### config.mk
export PLATFORM = sky130hd
export DESIGN_NAME = genetico_cfg_loader
export DESIGN_NICKNAME = d
export VERILOG_FILES = /design/src/rtl/genetico_pkg.sv /design/src/rtl/genetico_cfg_check.sv /design/src/rtl/genetico_cfg_loader.sv
export SDC_FILE = /design/constraint.sdc
export NUM_CORES = 1
export LEC_CHECK = 0
export ABC_AREA = 0
export BUFFER_PORTS_ARGS = -buffer_cell sky130_fd_sc_hd__buf_2
export CORE_UTILIZATION = 45
export CTS_BUF_LIST = sky130_fd_sc_hd__clkbuf_8
export DETAILED_ROUTE_END_ITERATION = 16
export PLACE_DENSITY = 0.75
export SKIP_CTS_REPAIR_TIMING = 1
export SLEW_MARGIN = 10
export SYNTH_ARGS = -nofsm -noshare
export SYNTH_HDL_FRONTEND = slang
export SYNTH_SLANG_ARGS = --single-unit
### constraint.sdc
create_clock -name clk -period 2.8 [get_ports clk]
set_input_delay 0 -clock clk [delete_from_list [all_inputs] [get_ports clk]]
set_output_delay 0 -clock clk [all_outputs]
set_load 0.01 [all_outputs]
### src/rtl/genetico_pkg.sv
// genetico_pkg
// Shared sizing, state encoding and gene layouts for the evolvable-core
// configuration path. Other blocks pull these in with
// import genetico_pkg::*.
//
// Contents:
//   N_LE, LE_W, N_OUT, OUT_W  chromosome geometry
//   N_SRC, CFG_W, LES_W       derived sizes
//   CNT_W                     frame bit-counter width
//   state_t                   loader FSM states
//   le_gene_t, out_sel_t      gene field layouts
//   sel_bad()                 source-select range rule
package genetico_pkg;

  localparam int N_LE  = 27;
  localparam int LE_W  = 15;
  localparam int N_OUT = 8;
  localparam int OUT_W = 6;

  // Selectable sources: chromosome inputs first, then every LE output.
  localparam int N_SRC = N_OUT + N_LE;
  localparam int LES_W = N_LE * LE_W;
  localparam int CFG_W = LES_W + N_OUT * OUT_W;
  localparam int CNT_W = $clog2(CFG_W);

  localparam logic [OUT_W-1:0] SRC_LIMIT = OUT_W'(N_SRC);

  typedef enum logic [1:0] {
    IDLE,
    SHIFT,
    CHECK
  } state_t;

  typedef struct packed {
    logic [2:0]       func;
    logic [OUT_W-1:0] src_b;
    logic [OUT_W-1:0] src_a;
  } le_gene_t;

  typedef struct packed {
    logic [OUT_W-1:0] src;
  } out_sel_t;

  // A select is illegal when it points past the last existing source.
  function automatic logic sel_bad(input logic [OUT_W-1:0] sel);
    return sel >= SRC_LIMIT;
  endfunction

endpackage

### src/rtl/genetico_cfg_check.sv
// genetico_cfg_check
// Purely combinational range check of a complete chromosome vector.
// It is kept as a separate block so the evolution controller can reuse
// the same legality rule before proposing a candidate.
//
// Ports:
//   cfg_vec  in   CFG_W-bit chromosome {conf_outs, conf_les}
//   err      out  1 when any LE source or output select is >= N_SRC
module genetico_cfg_check
  import genetico_pkg::*;
(
  input  logic [CFG_W-1:0] cfg_vec,
  output logic             err
);

  le_gene_t          gene;
  out_sel_t          osel;
  // All eight function codes are legal, so the function fields are
  // collected here only so that every chromosome bit has a reader.
  logic [N_LE*3-1:0] unused_func;

  always_comb begin
    err         = 1'b0;
    gene        = '0;
    osel        = '0;
    unused_func = '0;
    for (int i = 0; i < N_LE; i++) begin
      gene = le_gene_t'(cfg_vec[i*LE_W +: LE_W]);
      unused_func[i*3 +: 3] = gene.func;
      if (sel_bad(gene.src_a) || sel_bad(gene.src_b)) begin
        err = 1'b1;
      end
    end
    for (int i = 0; i < N_OUT; i++) begin
      osel = out_sel_t'(cfg_vec[LES_W + i*OUT_W +: OUT_W]);
      if (sel_bad(osel.src)) begin
        err = 1'b1;
      end
    end
  end

endmodule

### src/rtl/genetico_cfg_loader.sv
// genetico_cfg_loader
// Serial chromosome loader. Bits are shifted MSB-first into a shadow
// register, the complete frame is range-checked for one cycle, and only
// a legal frame is committed atomically to the active configuration.
// The genetic core therefore never sees a partially loaded chromosome.
//
// Optional build macro: CFG_READBACK_EN adds the sout port, which
// streams the previously active chromosome out while a new one loads.
//
// Ports:
//   clk        in   rising-edge clock
//   rst_n      in   asynchronous active-low reset
//   start      in   pulse that begins or restarts a frame
//   sdata      in   serial chromosome bit
//   svalid     in   sdata qualifier
//   sready     out  a bit is accepted this cycle (SHIFT only)
//   conf_les   out  active LE genes
//   conf_outs  out  active output selects
//   cfg_done   out  one-cycle pulse on a successful commit
//   cfg_err    out  sticky: last frame failed the range check
//   busy       out  frame in progress
//   sout       out  readback bit for the next beat (CFG_READBACK_EN)
module genetico_cfg_loader
  import genetico_pkg::*;
(
  input  logic                        clk,
  input  logic                        rst_n,
  input  logic                        start,
  input  logic                        sdata,
  input  logic                        svalid,
  output logic                        sready,
  output logic [N_LE-1:0][LE_W-1:0]   conf_les,
  output logic [N_OUT-1:0][OUT_W-1:0] conf_outs,
  output logic                        cfg_done,
  output logic                        cfg_err,
  output logic                        busy
`ifdef CFG_READBACK_EN
  ,
  output logic                        sout
`endif
);

  localparam logic [CNT_W-1:0] LAST_CNT = CNT_W'(CFG_W - 1);

  state_t           state_q;
  state_t           state_d;
  logic [CNT_W-1:0] cnt_q;
  logic [CFG_W-1:0] shadow_q;
  logic [CFG_W-1:0] active_q;
  logic             done_q;
  logic             err_q;
  logic             beat;
  logic             check_err;

  genetico_cfg_check u_check (
    .cfg_vec (shadow_q),
    .err     (check_err)
  );

  always_ff @(posedge clk or negedge rst_n) begin
    if (!rst_n) begin
      state_q <= IDLE;
    end else begin
      state_q <= state_d;
    end
  end

  // A start in SHIFT takes priority over a beat, so the frame restarts
  // instead of advancing towards CHECK.
  always_comb begin
    state_d = state_q;
    sready  = 1'b0;
    busy    = 1'b1;
    case (state_q)
      IDLE: begin
        busy = 1'b0;
        if (start) begin
          state_d = SHIFT;
        end
      end
      SHIFT: begin
        sready = 1'b1;
        if (!start && svalid && (cnt_q == LAST_CNT)) begin
          state_d = CHECK;
        end
      end
      CHECK: begin
        state_d = IDLE;
      end
      default: begin
        state_d = IDLE;
      end
    endcase
  end

  assign beat = svalid && sready;

  // The counter saturates at the last bit index; the transition to CHECK
  // happens on that same beat, so it never needs to count further.
  always_ff @(posedge clk or negedge rst_n) begin
    if (!rst_n) begin
      cnt_q    <= '0;
      shadow_q <= '0;
      active_q <= '0;
      done_q   <= 1'b0;
      err_q    <= 1'b0;
    end else begin
      done_q <= 1'b0;
      case (state_q)
        IDLE: begin
          if (start) begin
            cnt_q <= '0;
            err_q <= 1'b0;
          end
        end
        SHIFT: begin
          if (start) begin
            cnt_q <= '0;
          end else if (beat) begin
            shadow_q <= {shadow_q[CFG_W-2:0], sdata};
            if (cnt_q != LAST_CNT) begin
              cnt_q <= cnt_q + CNT_W'(1);
            end
          end
        end
        CHECK: begin
          if (check_err) begin
            err_q <= 1'b1;
          end else begin
            active_q <= shadow_q;
            done_q   <= 1'b1;
          end
        end
        default: begin
        end
      endcase
    end
  end

  assign conf_les  = active_q[LES_W-1:0];
  assign conf_outs = active_q[CFG_W-1:LES_W];
  assign cfg_done  = done_q;
  assign cfg_err   = err_q;

`ifdef CFG_READBACK_EN
  logic [CFG_W-1:0] rb_q;

  // The readback copy is taken whenever a start is honoured, so after a
  // full frame the host has seen exactly the chromosome that was active
  // when this frame began.
  always_ff @(posedge clk or negedge rst_n) begin
    if (!rst_n) begin
      rb_q <= '0;
    end else if (start && (state_q != CHECK)) begin
      rb_q <= active_q;
    end else if (beat) begin
      rb_q <= {rb_q[CFG_W-2:0], 1'b0};
    end
  end

  assign sout = (state_q == SHIFT) ? rb_q[CFG_W-1] : 1'b0;
`endif

endmodule

=== Word level (Yosys, flattened, before mapping) ===
Index checks and enable logic that the tools add are counted.

* Reduce and logical (&&, ||, !) cells: 39
* Add/sub/neg operators: 1
* Bitwise logic cells: 2
* Multiplexer cells: 50
* Eq/ne operators: 9
* Magnitude comparators: 62

{| class="wikitable"
|+ Operators with widths
! kind !! number
|-
| greater-or-equal comparator 6 bit (second input constant) || 62
|-
| 2-to-1 mux 1 bit || 41
|-
| 2-to-1 mux 9 bit || 4
|-
| logical OR 1 bit || 27
|-
| case mux 9 bit (2 select lines) || 1
|-
| adder 9 x 1 -> 9 bit (second input constant) || 1
|-
| == test 9 bit (second input constant) || 1
|-
| inequality test 9 bit (second input constant) || 1
|-
| inequality test 2 bit (second input constant) || 3
|-
| inequality test 3 bit (second input constant) || 2
|-
| AND reduction 3 bit || 2
|-
| 2-to-1 mux 2 bit || 2
|-
| case mux 2 bit (2 select lines) || 1
|-
| AND reduction 2 bit || 2
|-
| AND reduction 4 bit || 1
|-
| nonzero test 2 bit || 2
|-
| logical AND 1 bit || 3
|-
| == test 2 x 1 -> 1 bit (second input constant) || 1
|-
| == test 2 bit (second input constant) || 1
|-
| logical NOT 2 bit || 1
|-
| inverter 1 bit || 2
|-
| case mux 1 bit (2 select lines) || 1
|-
| logical NOT 1 bit || 1
|}

* Output and inout port bits: 457
* Bits of input ports: 5
* Flip-flop bits (word level): 919

=== Depth between registers and ports, before layout ===
Gate-level depths: netlist (run 1).

* Depth in word-level cells: 39
* Depth in mapped cells: 9
* Gate-level depth less buffers: 8

=== Cells and area by module ===
From an unflattened synthesis (run 1), not the netlist that was laid out.

* Cells, all modules: 3091
* Area, all modules: 35373.9 sq um

{| class="wikitable"
|+ By module, submodules not included
! module !! area an instance (sq um) !! times used !! sequential area each (sq um) !! cells an instance
|-
| genetico_cfg_loader || 34376.7 || 1 || 22997.1 || 2946
|-
| genetico_cfg_check || 997.2 || 1 || 0.0 || 145
|}

=== Worst setup path after synthesis (run 1) ===
Ideal clock, no wire load.

* Path kind: flip-flop to flip-flop
* From: reg shadow_q[136]
* To: reg active_q[393]
* Setup slack: 0.365 ns
* Cell stages (with the launch flop): 10
* Path buffers: 3
* Arrival: 2.310 ns
* Clock period less this slack: 2.435 ns
* Cell sequence: dfrtp_1 a2111o_1 a22oi_1 nand4_1 nor4_2 nand3_1 buf_2 buf_6 buf_6 mux2_4

* Longest elaborated chain between the ends: 30

{| class="wikitable"
|+ RTL lines
! what !! RTL line !! text
|-
| start, declared || genetico_cfg_loader.sv:48 || <nowiki>logic [CFG_W-1:0] shadow_q;</nowiki>
|-
| start signal, assigned || genetico_cfg_loader.sv:120 || <nowiki>shadow_q <= {shadow_q[CFG_W-2:0], sdata};</nowiki>
|-
| greater-or-equal comparator 6 bit || genetico_pkg.sv:46 || <nowiki>return sel >= SRC_LIMIT;</nowiki>
|-
| logical OR 1 bit || genetico_cfg_check.sv:30 || <nowiki>if (sel_bad(gene.src_a) || sel_bad(gene.src_b)) begin</nowiki>
|-
| 2-to-1 mux 1 bit (18 in series) || genetico_cfg_check.sv:30 ||
|-
| 2-to-1 mux 1 bit (8 in series) || genetico_cfg_check.sv:36 || <nowiki>if (sel_bad(osel.src)) begin</nowiki>
|-
| inverter 1 bit (no source line) || -- ||
|-
| AND reduction 2 bit (no source line) || -- ||
|-
| end signal, assigned || genetico_cfg_loader.sv:130 || <nowiki>active_q <= shadow_q;</nowiki>
|-
| end, declared || genetico_cfg_loader.sv:49 || <nowiki>logic [CFG_W-1:0] active_q;</nowiki>
|}

Every way passes these cells.
A chain may end at the register's enable or synchronous reset.

=== Worst setup path in the final report (run 1) ===
* From: reg shadow_q[300]
* To: reg active_q[411]

* Longest elaborated chain between the ends: 19

{| class="wikitable"
|+ RTL lines
! what !! RTL line
|-
| greater-or-equal comparator 6 bit || genetico_pkg.sv:46
|-
| logical OR 1 bit || genetico_cfg_check.sv:30
|-
| 2-to-1 mux 1 bit (7 in series) || genetico_cfg_check.sv:30
|-
| 2-to-1 mux 1 bit (8 in series) || genetico_cfg_check.sv:36
|-
| inverter 1 bit (no source line) || --
|-
| AND reduction 2 bit (no source line) || --
|}

Every way passes these cells.

==> flow_summary.yaml, run 1 <==
timing:
  finalCritPeriodShare_pct: 104
  setup_ws_ns: -0.106
  maxClockFrequency_ghz: 0.344
  worst_pin_slew_ns: 0.686
  fin_worst_hold_slack_ns: 0.253
  final_number_of_hold_violating_endpoints: 0
  timing_max_transition_violations_final: 0
  final-setup-viol-count: 247
  timing.max_slew.rel_slack_pct: 54.2
  timing.clock.skew_ns: 0.0375
  rsz_0062_raised_after_global_routing: "yes"
  post-route-min-period_ns: 2.91
clock_tree:
  cts_clk_pin_slew_worst_paths_ns: 0.06
  cts_tree: "done"
  clockRootBuffer: "sky130_fd_sc_hd__clkbuf_8"
  cts_inserted_buffers: 151
  tritoncts_num_sinks: 919
  clock_tree.htree_level_count: 4
  worst_skew_pair.late_latency_ns: 0.80
  bufs_on_longest_clock_path: 3
power_and_ir_drop:
  share_seq_of_total_power_pct: 52.0
  power.static_leakage_nw: 24.2
  pint_w: 0.0200
  worst_ir_drop_vdd_v: 0.000467
  p_switching_w: 0.00601
  power.density_cell_area_mw_per_mm2: 602
  switching_power_share_of_the_total_pct: 23.1
  share_clk_of_total_power_pct: 44.8
  p_comb_share_pct: 3.3
floorplanning:
  floorplan.io_pins: 462
  die-height_um: 282
  design.die.area_sq_mm: 0.0798
  initial_utilization_pct: 45.6
  die_w_um: 282
  fp.coreArea_sq_mm: 0.0776
  placement_rows: 102
drt:
  routed_wirelength_mm: 85.8
  post-route-drc-count: 0
  drt.antenna.violating_nets: 0
  drt_first_iter_violations: 955
  via_per_inst: 5.24
  via_count_of_the_routed_design: 20500
  drt-wirelength-per-cell_um: 21.9
  drt_first_pass_iters: 5
grt:
  grt_pass1_wl_mm: 130
  first_global_vias: 21700
  track_usage_pct: 21.2
  grt_antenna_before_repair: 1
  global_route.overflow_total: 0
  grt_max_degree: 124
setup_path:
  cp-startpoint: "shadow_q[300]$_DFFE_PN0P_"
  worst_path_most_repeated_cell: "sky130_fd_sc_hd__buf_12"
  crit_cells: 10
  cp_num_buf_inv: 4
  slowest_stage: "sky130_fd_sc_hd__a2111o_1"
  cpPeakStageDelay_ns: 0.55
  r2r-end: "active_q[411]$_DFFE_PN0P_"
  worst-endpoint-required_ns: 3.47
  r2r_cells: 10
  end_kind: "register"
  critPathMaxFanout: 27
  setup.worst_path.class: "register to register"
  critPathCapture: "active_q[411]$_DFFE_PN0P_"
  reg2reg_slack_ns: -0.11
  startpoint_type: "register"
  worstReg2RegStart: "shadow_q[300]$_DFFE_PN0P_"
  worstPathArrival_ns: 3.58
  cp_cell_sequence: "a2111o_1, a22oi_2, nand4_1, nor4_2, buf_4, nand3_4, buf_12, buf_12, buf_12, mux2_4"
  critical-path-top-delay-family: "compound AO/OA/AOI/OAI gates"
placed_design:
  number_of_buffers_added_on_ports: 461
  dpl_worst_slack_ns: -0.199
  detailed_place.area_sq_mm: 0.0397
  gp_congestion: 0.825
  place.detailed.hpwl_mm: 59.8
layout:
  fraction_of_layout_cells_with_a_size_suffix_above_1_pct: 59.4
  syn2layout_area_growth_pct: 21.9
  finalNetCount: 2773
  layout.cell_area.non_filler_sq_mm: 0.0431
  final.fill_count: 6210
yosys:
  synth_seq_cells: 919
  synth_fp_nets: 2141
  postSynthCellCount: 2134
  netlist_area_sq_mm: 0.0354
  synth.distinct_cells: 35
  ys_seq_area_share_pct: 65.0
  syn_area_per_cell_sq_um: 16.6
  synth-warning-count: 0
outcome:
  failed_checks: "negative setup slack"
  status: "finished, violations left"
flow_run:
  cap_violations: 0
min_path:
  worst_hold_path_type: "input port to register"
[layer usage]
metal / up-vias / GRT usage, % / part of all wire (%)
li1: 9061 / - / -
met1: 10800 / 26.6 / 41
met2: 500 / 34.8 / 50
met3: 149 / 6.23 / 6.0
met4: 0 / 7.91 / 2.7
met5: - / 0 / 0
[cell usage in the layout, fill, tap and decap left out, types with 3 or more instances in the layout]
| master | netlist | final |
|---|---|---|
| sky130_fd_sc_hd__nor4_2 | 1 | 3 |
| sky130_fd_sc_hd__mux2_4 | 59 | 59 |
| sky130_fd_sc_hd__buf_12 | 0 | 37 |
| sky130_fd_sc_hd__buf_16 | 0 | 3 |
| sky130_fd_sc_hd__nand4_1 | 14 | 14 |
| sky130_fd_sc_hd__clkbuf_8 | 0 | 190 |
| sky130_fd_sc_hd__o21ai_1 | 0 | 6 |
| sky130_fd_sc_hd__mux2_2 | 847 | 847 |
| sky130_fd_sc_hd__inv_1 | 6 | 52 |
| sky130_fd_sc_hd__a22oi_1 | 24 | 18 |
| sky130_fd_sc_hd__and3_1 | 5 | 4 |
| sky130_fd_sc_hd__nand2_1 | 14 | 14 |
| sky130_fd_sc_hd__inv_8 | 0 | 3 |
| sky130_fd_sc_hd__clkinv_2 | 0 | 11 |
| sky130_fd_sc_hd__a22oi_2 | 0 | 6 |
| sky130_fd_sc_hd__inv_6 | 0 | 5 |
| sky130_fd_sc_hd__a211o_1 | 26 | 26 |
| sky130_fd_sc_hd__inv_12 | 0 | 4 |
| sky130_fd_sc_hd__clkbuf_16 | 0 | 3 |
| sky130_fd_sc_hd__xor2_1 | 3 | 3 |
| sky130_fd_sc_hd__nor2_1 | 10 | 10 |
| sky130_fd_sc_hd__dfrtp_1 | 919 | 919 |
| sky130_fd_sc_hd__a2111o_1 | 36 | 36 |
| sky130_fd_sc_hd__buf_4 | 0 | 67 |
| sky130_fd_sc_hd__nand3_1 | 12 | 11 |
| sky130_fd_sc_hd__o21ai_0 | 32 | 26 |
| sky130_fd_sc_hd__dlygate4sd3_1 | 0 | 7 |
| sky130_fd_sc_hd__buf_2 | 42 | 460 |
[registers in the layout, summed over array words and instances (netlist names)]
signal	cells
cnt_q	9
shadow_q	453
active_q	453
state_q	2
cfg_err	1
cfg_done	1
[worst min path at each step]
stage,depth (start not counted),start,slack (ns),end
after floorplan,0,rst_n,-0.30,active_q[0]$_DFFE_PN0P_
after global placement,1,rst_n,0.02,shadow_q[178]$_DFFE_PN0P_
after detailed placement,1,rst_n,0.03,shadow_q[178]$_DFFE_PN0P_
after CTS,1,rst_n,-0.86,shadow_q[178]$_DFFE_PN0P_
after global routing,4,svalid,0.19,cnt_q[4]$_DFFE_PN0P_
final,4,svalid,0.25,cnt_q[3]$_DFFE_PN0P_
[final cells by class]
type                            count  area [sq um]  area share [%]
Clock inverter                     72           425           0.986
Timing Repair Buffer              581          3830            8.87
Sequential cell                   919         23000            53.3
Inverter                            6          22.5          0.0522
Tap cell                         1040          1300            3.02
Clock buffer                      190          2620            6.06
Antenna cell                        2          5.00          0.0116
Multi-Input combinational cell   1107         11900            27.7
[power by group through the flow]
| stage | combinational (W) | clock, W | sequential, W |
|---|---|---|---|
| after global routing | 0.000943 | 0.0126 | 0.0135 |
| final | 0.000847 | 0.0116 | 0.0135 |
| after CTS | 0.000841 | 0.0120 | 0.0135 |
| after global placement | 0.000810 | 0 | 0.0137 |
| after floorplan | 0.000363 | 0 | 0.0137 |
| after detailed placement | 0.000839 | 0 | 0.0137 |
[cells by family after synthesis]
kind of cell	Yosys count	share of synthesized area (%)
adders and majority gates	2	0.0707
muxes	906	29.5
AOI/OAI and AO/OA	124	2.87
buffers and inverters	108	1.44
xor gates and xnor gates	4	0.0990
and+or+nand+nor	71	1.09
DFF	919	65.0
[worst reg2reg max path: cells and delay by family (launching register included)]
| kind | cells | cell delay [ns] |
|---|---|---|
| simple gates | 3 | 0.58 |
| buf+inv | 4 | 0.67 |
| flops | 1 | 0.42 |
| compound gates | 2 | 0.79 |
| mux | 1 | 0.32 |
[cells in the mapped netlist]
master,count,share of area (%)
sky130_fd_sc_hd__dfrtp_1,919,65
sky130_fd_sc_hd__mux2_2,847,27
sky130_fd_sc_hd__mux2_4,59,2.5
sky130_fd_sc_hd__clkbuf_1,50,0.53
sky130_fd_sc_hd__buf_2,42,0.59
sky130_fd_sc_hd__a2111o_1,36,1.1
sky130_fd_sc_hd__o21ai_0,32,0.45
sky130_fd_sc_hd__a211o_1,26,0.64
sky130_fd_sc_hd__a22oi_1,24,0.51
sky130_fd_sc_hd__nand2_1,14,0.15
sky130_fd_sc_hd__nand4_1,14,0.25
sky130_fd_sc_hd__nand3_1,12,0.17
sky130_fd_sc_hd__nor2_1,10,0.11
sky130_fd_sc_hd__buf_6,7,0.22
sky130_fd_sc_hd__inv_1,6,0.064
sky130_fd_sc_hd__and3_1,5,0.088
sky130_fd_sc_hd__nor4_1,4,0.071
sky130_fd_sc_hd__buf_1,3,0.032
sky130_fd_sc_hd__xor2_1,3,0.074
sky130_fd_sc_hd__a21oi_1,2,0.028
sky130_fd_sc_hd__ha_1,2,0.071
sky130_fd_sc_hd__nand3b_1,2,0.042
sky130_fd_sc_hd__nor2b_1,2,0.035
sky130_fd_sc_hd__o31ai_1,2,0.042
sky130_fd_sc_hd__a311oi_1,1,0.025
sky130_fd_sc_hd__and2_1,1,0.018
sky130_fd_sc_hd__and3b_1,1,0.025
sky130_fd_sc_hd__and4b_1,1,0.028
sky130_fd_sc_hd__nand2b_1,1,0.018
sky130_fd_sc_hd__nor3_1,1,0.014
sky130_fd_sc_hd__nor4_2,1,0.035
sky130_fd_sc_hd__o2bb2ai_1,1,0.025
sky130_fd_sc_hd__or2_2,1,0.018
sky130_fd_sc_hd__or4_1,1,0.021
sky130_fd_sc_hd__xnor2_1,1,0.025
[through the flow]
stage               std cells  setup TNS, ns  power [W]  util, %
finish                   3917         -12.64     0.0260     55.6
CTS                      3892         -87.32     0.0264     55.1
global route             3916         -56.24     0.0271     55.6
floorplan                2134              0     0.0141        -
global placement         3630         -63.37     0.0145     51.2
detailed placement       3630         -64.60     0.0146     51.2
Power figures use the tool's default switching activity.
==> run 2: changes to the inputs <==
MAX_ROUTING_LAYER = met4   (was default)
==> flow_summary.yaml, run 2 (synthesized netlist as in run 1, its figures left out) <==
outcome:
  status: "finished, violations left"
  failed_checks: "negative setup slack"
timing:
  rsz_0062_raised_after_global_routing: "yes"
  timing.max_slew.rel_slack_pct: 53.4
  finalCritPeriodShare_pct: 102
  worst_pin_slew_ns: 0.698
  timing.clock.skew_ns: 0.0372
  timing_max_transition_violations_final: 0
  final_number_of_hold_violating_endpoints: 0
  setup-tns-final_ns: -2.64
  maxClockFrequency_ghz: 0.351
  setup_ws_ns: -0.0479
  post-route-min-period_ns: 2.85
  final-setup-viol-count: 165
setup_path:
  critPathMaxFanout: 27
  cp-startpoint: "shadow_q[301]$_DFFE_PN0P_"
  r2r-end: "active_q[411]$_DFFE_PN0P_"
  worst-endpoint-required_ns: 3.47
  reg2reg_slack_ns: -0.05
  worstReg2RegStart: "shadow_q[301]$_DFFE_PN0P_"
  setup.worst_path.class: "register to register"
  worstPathArrival_ns: 3.51
  startpoint_type: "register"
  r2r_cells: 9
  end_kind: "register"
clock_tree:
  cts_tree: "done"
  worst_skew_pair.late_latency_ns: 0.79
  clock_tree.htree_level_count: 4
  cts_inserted_buffers: 151
  cts_clk_pin_slew_worst_paths_ns: 0.07
  tritoncts_num_sinks: 919
  bufs_on_longest_clock_path: 3
  clockRootBuffer: "sky130_fd_sc_hd__clkbuf_8"
placed_design:
  gp_congestion: 0.837
  number_of_buffers_added_on_ports: 461
  place.detailed.hpwl_mm: 59.8
grt:
  track_usage_pct: 21.9
  first_global_vias: 21600
  grt_pass1_wl_mm: 130
  grt_antenna_before_repair: 3
  global_route.overflow_total: 0
  grt_max_degree: 124
layout:
  fraction_of_layout_cells_with_a_size_suffix_above_1_pct: 59.3
  layout_common_cells: "919 x sky130_fd_sc_hd__dfrtp_1, 847 x sky130_fd_sc_hd__mux2_2, 460 x sky130_fd_sc_hd__buf_2, 190 x sky130_fd_sc_hd__clkbuf_8, 61 x sky130_fd_sc_hd__buf_4"
  final_common_cell: "sky130_fd_sc_hd__dfrtp_1"
  largest_registers: "active_q: 453 flops, shadow_q: 453 flops, cnt_q: 9 flops"
  finalNetCount: 2761
  syn2layout_area_growth_pct: 21.4
flow_run:
  cap_violations: 0
power_and_ir_drop:
  power.density_cell_area_mw_per_mm2: 605
  worst_ir_drop_vdd_v: 0.000468
  post-layout-total-power_w: 0.0260
  power.static_leakage_nw: 24.1
floorplanning:
  design.die.area_sq_mm: 0.0798
  die-height_um: 282
  fp.coreArea_sq_mm: 0.0776
  floorplan.io_pins: 462
  initial_utilization_pct: 45.6
  placement_rows: 102
  die_w_um: 282
drt:
  drt-wirelength-per-cell_um: 21.8
  via_count_of_the_routed_design: 20500
  drt_first_iter_violations: 939
  drt_first_pass_iters: 5
  drt.antenna.violating_nets: 0
  via_per_inst: 5.24
  post-route-drc-count: 0
  routed_wirelength_mm: 85.2
min_path:
  worst_hold_path_type: "input port to asynchronous set/reset pin"
## run 2: worst max-delay path, stage by stage, from the launching register on
cell	delay (ns)
sky130_fd_sc_hd__dfrtp_1	0.42
sky130_fd_sc_hd__a2111o_1	0.56
sky130_fd_sc_hd__a22oi_2	0.24
sky130_fd_sc_hd__nand4_1	0.13
sky130_fd_sc_hd__nor4_2	0.33
sky130_fd_sc_hd__buf_4	0.19
sky130_fd_sc_hd__nand3_4	0.09
sky130_fd_sc_hd__buf_12	0.18
sky130_fd_sc_hd__buf_12	0.21
sky130_fd_sc_hd__mux2_4	0.31
## run 2: layout make-up
class	instances	area, sq um
diodes	3	7.51
clock buffers	190	2620
clock inverters	72	425
fillers	6234	34600
inverters	6	22.5
multi-input cells	1107	11900
flip-flops and latches	919	23000
well taps	1040	1300
repair buffers	569	3650
## run 2: worst max-delay path by stage
| stage | endpoint | slack, ns |
|---|---|---|
| global route | active_q[114]$_DFFE_PN0P_ | -0.16 |
| global placement | active_q[445]$_DFFE_PN0P_ | -0.19 |
| detailed placement | active_q[114]$_DFFE_PN0P_ | -0.20 |
| finish | active_q[411]$_DFFE_PN0P_ | -0.05 |
| floorplan | active_q[393]$_DFFE_PN0P_ | 0.37 |
| CTS | active_q[421]$_DFFE_PN0P_ | -0.26 |
## run 2: power breakdown
group          internal (W)  switching, W
Clock               0.00625       0.00537
Sequential           0.0134      0.000116
Combinational      0.000327      0.000518
Total                0.0200       0.00600
## run 2: metrics by stage
step | utilization [%] | std cells | hold WS [ns] | instance area [sq um] | setup slack (ns)
3_3_place_gp | 51.2 | 3630 | 0.0243 | 39700 | -0.190
3_5_place_dp | 51.2 | 3630 | 0.0343 | 39700 | -0.199
5_1_grt | 55.4 | 3906 | 0.00288 | 43000 | -0.162
2_1_floorplan | - | 2134 | -0.296 | 35400 | 0.365
6_report | 55.4 | 3906 | 0.0111 | 43000 | -0.0479
4_1_cts | 55.1 | 3892 | -0.863 | 42800 | -0.260
## run 2: metal layers
metal  vias to the layer above  track usage, %  share of wire [%]
met4                         0            7.98                2.7
li1                       9067               -                  -
met5                         -               -                  0
met1                     10700            26.5                 41
met3                       156            6.21                6.3
met2                       516            34.8                 50
